`src/rtl/cordic_iter_ctrl_if.sv`:
```
// Handshake bundle for the iterative CORDIC rotator: request side (vector + angle)
// and result side (rotated vector + residual angle).
interface cordic_iter_ctrl_if #(parameter int WIDTH = 16);
  logic                    in_valid;
  logic                    in_ready;
  logic signed [WIDTH-1:0] x_in;
  logic signed [WIDTH-1:0] y_in;
  logic signed [WIDTH-1:0] target_angle;
  logic                    out_valid;
  logic                    out_ready;
  logic signed [WIDTH-1:0] x_out;
  logic signed [WIDTH-1:0] y_out;
  logic signed [WIDTH-1:0] angle_out;
  logic [3:0]              iter_idx;

  modport master (
    output in_valid, x_in, y_in, target_angle, out_ready,
    input  in_ready, out_valid, x_out, y_out, angle_out, iter_idx
  );
  modport slave (
    input  in_valid, x_in, y_in, target_angle, out_ready,
    output in_ready, out_valid, x_out, y_out, angle_out, iter_idx
  );
endinterface

```
`src/rtl/cordic_iter_ctrl.sv`:
```
// Iterative rotation-mode CORDIC: one micro-rotation per clock, ITER rotations per
// operation, result held in DONE until the consumer takes it.
module cordic_iter_ctrl #(
  parameter int WIDTH = 16,
  parameter int ITER  = 16
) (
  input logic               clk,
  input logic               rst_n,
  cordic_iter_ctrl_if.slave bus
);
  typedef enum logic [1:0] {IDLE, RUN, DONE} state_t;

  localparam logic [3:0] LAST = 4'(ITER - 1);

  state_t                  state;
  logic [3:0]              i;
  logic signed [WIDTH-1:0] xw, yw, zw;
  logic signed [WIDTH-1:0] x_nx, y_nx, z_nx;
  logic signed [WIDTH-1:0] y_sh, x_sh, atan_i;
  logic signed [WIDTH-1:0] x_out_r, y_out_r, z_out_r;
  logic                    in_ready_r, out_valid_r;

  // atan(2^-k) in Q2.13, round-to-nearest
  function automatic logic signed [WIDTH-1:0] atan_lut(input logic [3:0] k);
    case (k)
      4'd0:    atan_lut = WIDTH'(6434);
      4'd1:    atan_lut = WIDTH'(3798);
      4'd2:    atan_lut = WIDTH'(2007);
      4'd3:    atan_lut = WIDTH'(1019);
      4'd4:    atan_lut = WIDTH'(511);
      4'd5:    atan_lut = WIDTH'(256);
      4'd6:    atan_lut = WIDTH'(128);
      4'd7:    atan_lut = WIDTH'(64);
      4'd8:    atan_lut = WIDTH'(32);
      4'd9:    atan_lut = WIDTH'(16);
      4'd10:   atan_lut = WIDTH'(8);
      4'd11:   atan_lut = WIDTH'(4);
      4'd12:   atan_lut = WIDTH'(2);
      4'd13:   atan_lut = WIDTH'(1);
      default: atan_lut = '0;
    endcase
  endfunction

  always_comb begin
    y_sh   = yw >>> i;
    x_sh   = xw >>> i;
    atan_i = atan_lut(i);
    // rotate toward zero residual: positive z rotates counter-clockwise
    if (!zw[WIDTH-1]) begin
      x_nx = xw - y_sh;
      y_nx = yw + x_sh;
      z_nx = zw - atan_i;
    end else begin
      x_nx = xw + y_sh;
      y_nx = yw - x_sh;
      z_nx = zw + atan_i;
    end
  end

  always_ff @(posedge clk) begin
    if (!rst_n) begin
      state       <= IDLE;
      i           <= '0;
      xw          <= '0;
      yw          <= '0;
      zw          <= '0;
      x_out_r     <= '0;
      y_out_r     <= '0;
      z_out_r     <= '0;
      in_ready_r  <= 1'b1;
      out_valid_r <= 1'b0;
    end else begin
      case (state)
        IDLE: if (bus.in_valid) begin
          xw         <= bus.x_in;
          yw         <= bus.y_in;
          zw         <= bus.target_angle;
          i          <= '0;
          in_ready_r <= 1'b0;
          state      <= RUN;
        end
        RUN: begin
          xw <= x_nx;
          yw <= y_nx;
          zw <= z_nx;
          if (i == LAST) begin
            x_out_r     <= x_nx;
            y_out_r     <= y_nx;
            z_out_r     <= z_nx;
            i           <= '0;
            out_valid_r <= 1'b1;
            state       <= DONE;
          end else begin
            i <= i + 4'd1;
          end
        end
        DONE: if (bus.out_ready) begin
          out_valid_r <= 1'b0;
          in_ready_r  <= 1'b1;
          state       <= IDLE;
        end
        default: state <= IDLE;
      endcase
    end
  end

  assign bus.in_ready  = in_ready_r;
  assign bus.out_valid = out_valid_r;
  assign bus.x_out     = x_out_r;
  assign bus.y_out     = y_out_r;
  assign bus.angle_out = z_out_r;
  assign bus.iter_idx  = i;
endmodule

```
`src/flat_wrapper.sv`:
```
// flat-port wrapper written by rule: the top's interface ports become plain ports
module cordic_iter_ctrl_flat 
#(
  parameter int WIDTH = 16,
  parameter int ITER  = 16
)
  (clk, rst_n, bus_in_valid, bus_x_in, bus_y_in, bus_target_angle, bus_out_ready, bus_in_ready, bus_out_valid, bus_x_out, bus_y_out, bus_angle_out, bus_iter_idx);
  cordic_iter_ctrl_if #(.WIDTH(WIDTH)) bus_i ();
  input logic clk;
  input logic rst_n;
  input wire logic [$bits(bus_i.in_valid)-1:0] bus_in_valid;
  input wire logic [$bits(bus_i.x_in)-1:0] bus_x_in;
  input wire logic [$bits(bus_i.y_in)-1:0] bus_y_in;
  input wire logic [$bits(bus_i.target_angle)-1:0] bus_target_angle;
  input wire logic [$bits(bus_i.out_ready)-1:0] bus_out_ready;
  output wire logic [$bits(bus_i.in_ready)-1:0] bus_in_ready;
  output wire logic [$bits(bus_i.out_valid)-1:0] bus_out_valid;
  output wire logic [$bits(bus_i.x_out)-1:0] bus_x_out;
  output wire logic [$bits(bus_i.y_out)-1:0] bus_y_out;
  output wire logic [$bits(bus_i.angle_out)-1:0] bus_angle_out;
  output wire logic [$bits(bus_i.iter_idx)-1:0] bus_iter_idx;
  assign bus_i.in_valid = bus_in_valid;
  assign bus_i.x_in = bus_x_in;
  assign bus_i.y_in = bus_y_in;
  assign bus_i.target_angle = bus_target_angle;
  assign bus_i.out_ready = bus_out_ready;
  assign bus_in_ready = bus_i.in_ready;
  assign bus_out_valid = bus_i.out_valid;
  assign bus_x_out = bus_i.x_out;
  assign bus_y_out = bus_i.y_out;
  assign bus_angle_out = bus_i.angle_out;
  assign bus_iter_idx = bus_i.iter_idx;
  cordic_iter_ctrl #(.WIDTH(WIDTH), .ITER(ITER)) u_core (.clk(clk), .rst_n(rst_n), .bus(bus_i));
endmodule
```
`config.mk`:
```
export PLATFORM = sky130hd
export DESIGN_NAME = cordic_iter_ctrl_flat
export DESIGN_NICKNAME = d
export VERILOG_FILES = /design/src/rtl/cordic_iter_ctrl_if.sv /design/src/rtl/cordic_iter_ctrl.sv /design/src/flat_wrapper.sv
export SDC_FILE = /design/constraint.sdc
export NUM_CORES = 1
export LEC_CHECK = 0
export ABC_AREA = 1
export CAP_MARGIN = 40
export CORE_UTILIZATION = 55
export CTS_BUF_LIST = sky130_fd_sc_hd__clkbuf_2 sky130_fd_sc_hd__clkbuf_4 sky130_fd_sc_hd__clkbuf_8
export CTS_CLUSTER_SIZE = 30
export DETAILED_ROUTE_END_ITERATION = 10
export PLACE_DENSITY = 0.78
export SYNTH_ARGS = -nofsm -noshare
export SYNTH_HDL_FRONTEND = slang
export SYNTH_SLANG_ARGS = --single-unit
```
`constraint.sdc`:
```
create_clock -name clk -period 4.03 [get_ports clk]
set_clock_uncertainty 0.1 [all_clocks]
set_input_delay 0.403 -clock clk [delete_from_list [all_inputs] [get_ports clk]]
set_output_delay 0.403 -clock clk [all_outputs]
set_load 0.01 [all_outputs]
```
# Yosys cells after proc, flatten, opt, wreduce, memory -nomap -nowiden
# Memories as Yosys holds them, arrays and structs flattened. A register that Yosys moved wholly into a read port is not among the register bits.
# Index checks and enable logic that the tools add are counted.
# totals
register_bits,104
latchBits,0
ram_bits,0
mem_bits_ro,208
output_inout_bits,54
word_cells,59
mem_count,1
# mem_list
name,words,word_bits,rd,rd_ports_with_merged_regs,write_ports,line_no,rtl
(no name shown),16,13,1,1,0,cordic_iter_ctrl.sv:25,case (k)
# op_classes
add_sub_neg,7
multipliers,0
div,0
order_cmp,0
eq_ne,6
n_shift,2
mux,24
bitwise,0
n_reduce_logical,9
# op_table
cell,count
$mux W16,6
$pmux W16 S2,3
$add A16 B16 Y16,3
$sub A16 B16 Y16,3
$sshr A16 B4 Y16,2
$mux W4,4
$reduce_and A3 Y1,3
$pmux W4 S2,1
$mux W2,3
$pmux W2 S3,1
$reduce_bool A2 Y1,3
$add A4 B1 Y4 const B,1
$eq A4 B4 Y1 const B,1
$mux W1,4
$ne A2 B2 Y1 const B,2
$pmux W1 S2,2
$reduce_and A2 Y1,2
$eq A2 B1 Y1 const B,1
$eq A2 B2 Y1 const B,1
$logic_not A2 Y1,1
$ne A2 B1 Y1 const B,1

# Longest topological paths before layout
# Gate-level depths: netlist of the first run.
# depth
depth_word,5
ltp_mapped,30
depth_no_buf,28

# Worst setup path after synthesis of the first run
# No wires, ideal clock.
# synth_timing
kind,register -> register
start,reg u_core.i[0] (netlist: u_core.bus.iter_idx[0])
end,reg u_core.x_out_r[15] (netlist: u_core.bus.x_out[15])
setup_ns,0.115
arrival_ns,3.369
t_required_ns,3.815
setup_slack_ns,0.446
path_stages_with_launch,28
n_path_buf,2
synth_period_minus_slack_ns,3.584
path_cell_list,dfxtp_1 -> buf_6 -> buf_2 -> nand2_1 -> nand3_1 -> nand3_1 -> nand2_1 -> nand2_1 -> nand2_1 -> inv_1 -> ha_1 -> nand2_1 -> nor2_1 -> nand2_1 -> inv_1 -> a21oi_1 -> xnor2_1 -> inv_1 -> ha_1 -> a21oi_1 -> o21ai_0 -> a211o_1 -> a31oi_1 -> inv_1 -> nand2_1 -> nand3_1 -> o211ai_1 -> inv_2
# synth_between
elab_chain_len,3
elab_cells_between_ends,6
# synth_rtl
element,line_no,rtl
start: declaration,cordic_iter_ctrl.sv:16,logic [3:0] i;
start signal: assignment,cordic_iter_ctrl.sv:94,i <= i + 4'd1;
$sshr A16 B4 Y16,cordic_iter_ctrl.sv:45,y_sh = yw >>> i;
$sub A16 B16 Y16 / $add A16 B16 Y16 (equally long branches),"cordic_iter_ctrl.sv:50, cordic_iter_ctrl.sv:54",
$mux W16,cordic_iter_ctrl.sv:49,if (!zw[WIDTH-1]) begin
end signal: assignment,cordic_iter_ctrl.sv:87,x_out_r <= x_nx;
end: declaration,cordic_iter_ctrl.sv:20,"logic signed [WIDTH-1:0] x_out_r, y_out_r, z_out_r;"
# Parallel ways exist; a longest one is shown, timed or not.
# A chain may end at the register's enable or synchronous reset.

# Worst setup path after layout of the first run
# layout_timing
start,reg u_core.i[0] (netlist: u_core.bus.iter_idx[0])
end,reg u_core.yw[15]
# layout_between
elab_chain_len,4
elab_cells_between_ends,5
# layout_rtl
element,line_no,rtl
$sshr A16 B4 Y16 (*),cordic_iter_ctrl.sv:46,x_sh = xw >>> i;
$add A16 B16 Y16 / $sub A16 B16 Y16 (equally long branches),"cordic_iter_ctrl.sv:51, cordic_iter_ctrl.sv:55",
$mux W16 (*),cordic_iter_ctrl.sv:49,
$pmux W16 S2 (*),cordic_iter_ctrl.sv:73,case (state)
end signal: assignment,cordic_iter_ctrl.sv:76,yw <= bus.y_in;
end signal: assignment,cordic_iter_ctrl.sv:84,yw <= y_nx;
end: declaration,cordic_iter_ctrl.sv:17,"logic signed [WIDTH-1:0] xw, yw, zw;"
# Every way passes the cells marked *; elsewhere a longest branch is shown, timed or not.

==> results of run 1 <==
==> layer usage <==
layer / track usage [%] / part of all wire (%)
met5: 0 / 0
met1: 45.9 / 44
met4: 13.6 / 3.6
met2: 54.6 / 46
met3: 4.13 / 7.2
==> how the worst min path moves through the flow <==
stage	startpoint	endpoint	slack (ns)	depth (start not counted)
after CTS	u_core.bus.out_valid	u_core.bus.out_valid	0.36	2
after global placement	u_core.bus.out_valid	u_core.bus.out_valid	0.33	2
after detailed placement	u_core.bus.in_ready	u_core.bus.in_ready	0.35	2
after floorplan	u_core.zw[10]	u_core.zw[10]	0.35	2
after global routing	u_core.bus.in_ready	u_core.bus.in_ready	0.38	2
final	u_core.bus.in_ready	u_core.bus.in_ready	0.36	2
==> registers in the layout, indices dropped and copies added (netlist names), 2 cells and up <==
name,flops
u_core.atan_i,13
u_core.bus.iter_idx,4
u_core.bus.x_out,16
u_core.state,2
u_core.bus.angle_out,16
u_core.bus.y_out,16
u_core.zw,16
u_core.xw,16
u_core.yw,16
==> worst min-delay path: stages (launching register included) <==
cell     delay (ns)
dfxtp_1        0.31
nand2_1        0.06
nand2_1        0.05
==> layout by cell type, fill, tap and decap left out, drive strengths merged, types with 22 or more instances in the layout <==
master and n:
a21oi 83, buf 57, clkbuf 22, clkdlybuf4s50 105, dfxtp 117, ha 57, inv 132, nand2 377
nand3 191, nor2 159, o21ai 89, xor2 54
==> cells by family after synthesis <==
logic type / share of synthesized area, %
buffers and inverters: 9.06
adders and majority gates: 8.38
DFF: 25.4
and+or+nand+nor: 35.6
AOI/OAI and AO/OA: 15.1
xor gates and xnor gates: 6.46
==> what timing repair did <==
item / 4_1_cts / 5_1_grt
cloned: 0 / 3
setup endpoints to repair: 1 / 25
resized for setup: 1 / 86
setup buffers: 0 / 11
pin swaps: 0 / 33
==> where the power goes <==
part           total, mW  switching [mW]  internal [mW]
combinational       3.16            1.95           1.21
clock               1.07           0.533          0.534
sequential          1.37           0.128           1.24
total               5.60            2.61           2.99
==> through the flow <==
stage	setup TNS [ns]	power, mW	area, sq um	setup WS (ns)	instances
floorplan	0	3.36	9230	0.446	1440
global placement	0	4.16	10600	0.0422	1737
detailed placement	-0.00415	4.17	10600	-0.00415	1737
CTS	0	5.25	11000	0.0246	1769
global route	-0.459	5.96	11500	-0.0894	1783
finish	0	5.60	11500	0.108	1783
==> area by class of cell <==
class                      instances  area, sq um
multi-input combinational       1121         6390
clock inverter                    11          101
timing repair inverter             2         17.5
timing repair buffer             163         1600
sequential                       117         2350
tap                              216          270
fill                            1398         4600
clock buffer                      21          277
inverter                         132          517
==> results_dict.tcl, run 1 <==
set metrics [dict create \
    status "completed" \
    crit_type "register to register" \
    tightest_slew_ns 0.704 \
    drtIter0Drc 950 \
    syn-instance-count 1440 \
    areaGrowthSynthToFinish_pct 24.9 \
    numPortBuffers 105 \
    dieArea_sq_mm 0.0173 \
    critPathBufInv 2 \
    utilization_pct 71.5 \
    finalNetCount 1666 \
    crit_path_top_delay_cell "dfxtp_4" \
    syn_nets 1552 \
    wl_um 30400 \
    clock_sinks 117 \
    synthTopCellsByArea "dfxtp_1 25%, nand2_1 15%, nand3_1 9.9%, ha_1 7.7%, nor2_1 6.1%" \
    drtPass1Iterations 8 \
    async_reset_ff_share_pct 0 \
    ant_nets 0 \
    cp.required_ns 4.24 \
    endpoint "u_core.yw[15]" \
    io_pins 106 \
    worstPathMaxFanout 7 \
    clk_latency_ns 0.46 \
    period_share_pct 97.3 \
    max_stage_delay_ns 0.47 \
    ys_types 52 \
    drv_slew 0 \
    ff2ff_path_depth 25 \
    grt_max_degree 57 \
    cts-root-buf "clkbuf_8" \
    yosys_warnings 0 \
    critPathCaptureType "register" \
    antenna_found_initial 0 \
    power_density_mw_per_mm2 486 \
    rr_endpoint "u_core.yw[15]" \
    coreArea_sq_mm 0.0161 \
    syn_avg_cell_area_sq_um 6.41 \
    crit_start "u_core.bus.iter_idx[0]" \
    cp_top_family "simple AND/OR/NAND/NOR gates" \
    fmax_ghz 0.255 \
    vias_per_cell 5.67 \
    place_congestion 0.993 \
    crit_top_cell "nand2_1" \
    grt-ovfl-total 0 \
    reg2reg_slack_ns 0.11 \
    setup_viol 0 \
    wl_per_cell_um 17.0 \
    r2r_start "u_core.bus.iter_idx[0]" \
    leakagePower_nw 5.68 \
    ys_ff_latch 117 \
    yosysMostFrequentCell "nand2_1" \
    drive_gt1_share_pct 13.1 \
    cp_num_cells 25 \
    rsz0062_at_grt "yes" \
    cts_buffers 17 \
    grt.total_usage_pct 33.9 \
    ir_drop_v 0.000379 \
    period_minus_slack_ns 3.92 \
    num_rows 46 \
    place_hpwl_um 22100 \
    hold_path.class "register to register" \
    syn-cell-area_sq_mm 0.00923 \
    cts_tree "built" \
    die_width_um 132 \
    synth_edf_count 0 \
    start_util_pct 57.2 \
    ctsHtreeMaxLevel 4 \
    drc 0 \
    grt_pass1_wl_um 47100 \
    synth.yosys.seq_area_share_pct 25.4 \
    maxCapViolations 0 \
    clk_pin_slew_ns 0.08 \
    synthTopCellsByCount "357 x nand2_1, 183 x nand3_1, 151 x nor2_1, 117 x dfxtp_1, 116 x inv_1" \
    slew-limit-headroom_pct 53.1 \
    startpoint_type "register" \
    synth_top_area_share_pct 25.4 \
    grt_pass1_vias 9142 \
    cts_buffer_depth 2 \
    vias 10116 \
    hold_viol 0 \
    die_h_um 132 \
    hold_ws_ns 0.358 \
    cts_hold_buf 0 \
    yosys.area.top_type "dfxtp_1" \
    critical_path_arrival_ns 4.13 \
    synth_top_flop_cell "dfxtp_1" \
    n_antenna_cell 0 \
]
Power figures use the tool's default switching activity.
==> inputs of run 2 (changes only) <==
--- a/config.mk
+++ b/config.mk
@@ -5,13 +5,12 @@
 export SDC_FILE = /design/constraint.sdc
 export NUM_CORES = 1
 export LEC_CHECK = 0
-export ABC_AREA = 1
 export CAP_MARGIN = 40
 export CORE_UTILIZATION = 55
 export CTS_BUF_LIST = sky130_fd_sc_hd__clkbuf_2 sky130_fd_sc_hd__clkbuf_4 sky130_fd_sc_hd__clkbuf_8
 export CTS_CLUSTER_SIZE = 30
 export DETAILED_ROUTE_END_ITERATION = 10
-export PLACE_DENSITY = 0.78
+export PLACE_DENSITY = 0.79
 export SYNTH_ARGS = -nofsm -noshare
 export SYNTH_HDL_FRONTEND = slang
 export SYNTH_SLANG_ARGS = --single-unit
==> run 2 against run 1 <==
Worst setup slack lost 0.49 ns. The run now ends with negative setup slack left. Sequential power hardly changed. Clock-buffer cell count decreased by 1. Final cell count fell by 5.8%.
==> results_dict.tcl, run 2 <==
set metrics [dict create \
    status "complete, but fails checks" \
    failed_checks "negative setup slack" \
    reg2reg_slack_ns -0.39 \
    drc 0 \
    worstPathMaxFanout 7 \
    coreArea_sq_mm 0.0161 \
    cts-root-buf "clkbuf_8" \
    finalNetCount 1563 \
    tightest_slew_ns 0.765 \
    synthTopCellsByArea "dfxtp_1 26%, nand2_1 8.5%, ha_1 7.8%, a21oi_1 6.3%, mux4_2 4.7%" \
    yosysMostFrequentCell "nand2_1" \
    num_rows 46 \
    dieArea_sq_mm 0.0172 \
    drtIter0Drc 954 \
    critPathCaptureType "register" \
    r2r_start "u_core.bus.iter_idx[0]" \
    ant_nets 0 \
    final_common_cell "buf_4" \
    clock_sinks 117 \
    rsz0062_at_grt "yes" \
    worst_slack_ns -0.387 \
    rr_endpoint "u_core.xw[15]" \
    setup_viol 29 \
    place_congestion 0.951 \
    grt_pass1_vias 9278 \
    ys_ff_latch 117 \
    die_h_um 131 \
    numPortBuffers 105 \
    power_density_mw_per_mm2 495 \
    async_reset_ff_share_pct 0 \
    maxCapViolations 0 \
    drive_gt1_share_pct 27.8 \
    io_pins 106 \
    ys_types 81 \
    syn-instance-count 1169 \
    ctsHtreeMaxLevel 4 \
    hp-start "u_core.bus.y_out[6]" \
    fmax_ghz 0.226 \
    place_hpwl_um 22100 \
    syn_avg_cell_area_sq_um 7.83 \
    utilization_pct 81.3 \
    cp.required_ns 4.30 \
    drv_slew 0 \
    startpoint_type "register" \
    syn_nets 1281 \
    wl_per_cell_um 19.6 \
    synth.yosys.seq_area_share_pct 25.6 \
    fin_cells 1679 \
    cts_tree "built" \
    cts_hold_buf 0 \
    critical_path_arrival_ns 4.68 \
    cts_buffers 17 \
    crit_type "register to register" \
    dp_cells 1608 \
    grt_pass1_wl_um 47700 \
    clk_pin_slew_ns 0.08 \
    grt.total_usage_pct 36.4 \
    synth_top_area_share_pct 25.6 \
    yosys_warnings 0 \
    hold_viol 0 \
    ir_drop_v 0.000365 \
    synthTopCellsByCount "207 x nand2_1, 117 x dfxtp_1, 116 x a21oi_1, 107 x nor2_1, 57 x ha_1" \
    hold_ws_ns 0.354 \
    period_share_pct 110 \
    leakagePower_nw 5.38 \
    cts_buffer_depth 2 \
    n_antenna_cell 0 \
    fillers 1026 \
    hold_end "u_core.bus.y_out[6]" \
    layout_common_cells "210 x buf_4, 206 x nand2_1, 115 x dfxtp_1" \
    yosys.area.top_type "dfxtp_1" \
    vias_per_cell 6.12 \
    vias 10281 \
    ff2ff_path_depth 18 \
    die_width_um 131 \
    grt_max_degree 54 \
    wl_um 33000 \
    hold_path.class "register to register" \
    clk_latency_ns 0.47 \
    synth_top_flop_cell "dfxtp_1" \
    grt-ovfl-total 0 \
    holdPathStages 2 \
    period_minus_slack_ns 4.42 \
    start_util_pct 57.0 \
    finalPower_mw 6.46 \
    antenna_found_initial 0 \
    drtPass1Iterations 5 \
    areaGrowthSynthToFinish_pct 42.7 \
    synth_edf_count 0 \
    slew-limit-headroom_pct 48.9 \
    syn-cell-area_sq_mm 0.00915 \
]
-- run 2: changes by cell type after synthesis, sizes merged, moves of 23 or more --
cell / change
a21oi: +34
a311oi: +32
inv: -104
mux2i: +26
nand2: -170
nand3: -168
nor2: -52
o21ai: -50
xnor2: +29
xor2: -23
-- run 2: area by class of cell --
| class | count | area, sq um | area share, % |
|---|---|---|---|
| repair buffers | 334 | 2910 | 22.3 |
| multi-input cells | 953 | 7020 | 53.8 |
| flip-flops and latches | 117 | 2350 | 18.0 |
| clock buffers | 20 | 269 | 2.06 |
| clock inverters | 11 | 126 | 0.968 |
| well taps | 216 | 270 | 2.07 |
| inverters | 28 | 110 | 0.843 |
-- run 2: worst max-delay path, cell delays in order (launching register included) --
cell	delay, ns
dfxtp_4	0.43
buf_6	0.13
mux4_2	0.52
and2_1	0.21
o32ai_2	0.17
buf_4	0.18
nand4b_1	0.25
nor4_4	0.37
buf_4	0.17
a21oi_2	0.05
xnor2_1	0.14
ha_2	0.34
and3_4	0.18
nand3_2	0.07
o211ai_1	0.33
a41oi_2	0.21
nand2_1	0.10
mux2i_1	0.09
a2111oi_2	0.29
-- run 2: worst max-delay path by stage --
stage | from | end | slack [ns] | depth (start not counted)
global placement | u_core.bus.iter_idx[0] | u_core.yw[14] | -0.29 | 15
finish | u_core.bus.iter_idx[0] | u_core.xw[15] | -0.39 | 18
detailed placement | u_core.bus.iter_idx[0] | u_core.yw[14] | -0.40 | 15
floorplan | u_core.bus.iter_idx[0] | u_core.xw[15] | -0.07 | 18
global route | u_core.bus.iter_idx[0] | u_core.xw[15] | -0.53 | 18
CTS | u_core.bus.iter_idx[0] | u_core.bus.y_out[15] | -0.21 | 16
-- run 2: where the power goes --
part           internal, mW  switching [mW]
registers              1.24           0.128
clock network         0.587           0.544
logic                  1.95            2.01
total                  3.78            2.68
-- run 2: kinds of logic after synthesis --
group                    Yosys count  share of synthesized area [%]
AND/OR/NAND/NOR                  442                           21.6
XOR/XNOR                          74                           7.08
flip-flops                       117                           25.6
buffers and inverters             99                           4.81
AO/OA/AOI/OAI                    314                           22.6
multiplexers                      63                           9.82
adder cells (fa/ha/maj)           60                           8.45
-- run 2: stage by stage --
| stage | area, sq um | TNS, ns | setup slack, ns |
|---|---|---|---|
| 2_1_floorplan | 9270 | -0.182 | -0.0745 |
| 3_3_place_gp | 11700 | -3.79 | -0.295 |
| 3_5_place_dp | 11700 | -5.80 | -0.399 |
| 4_1_cts | 12500 | -1.71 | -0.209 |
| 5_1_grt | 13100 | -9.99 | -0.531 |
| 6_report | 13100 | -5.76 | -0.387 |
-- run 2: repair_timing --
item | 4_1_cts | 5_1_grt
setup buffers | 19 | 23
cloned | 0 | 1
gates resized for setup | 43 | 87
endpoints found under the setup margin | 30 | 40
pin swaps | 24 | 73
-- run 2: metal layers --
| layer | vias to the layer above | global-route usage, % | share of wire [%] |
|---|---|---|---|
| met5 | - | 0 | 0 |
| li1 | 4781 | - | - |
| met3 | 81 | 7.78 | 8.2 |
| met2 | 516 | 59.0 | 47 |
| met4 | 0 | 13.1 | 2.6 |
| met1 | 4903 | 47.7 | 42 |
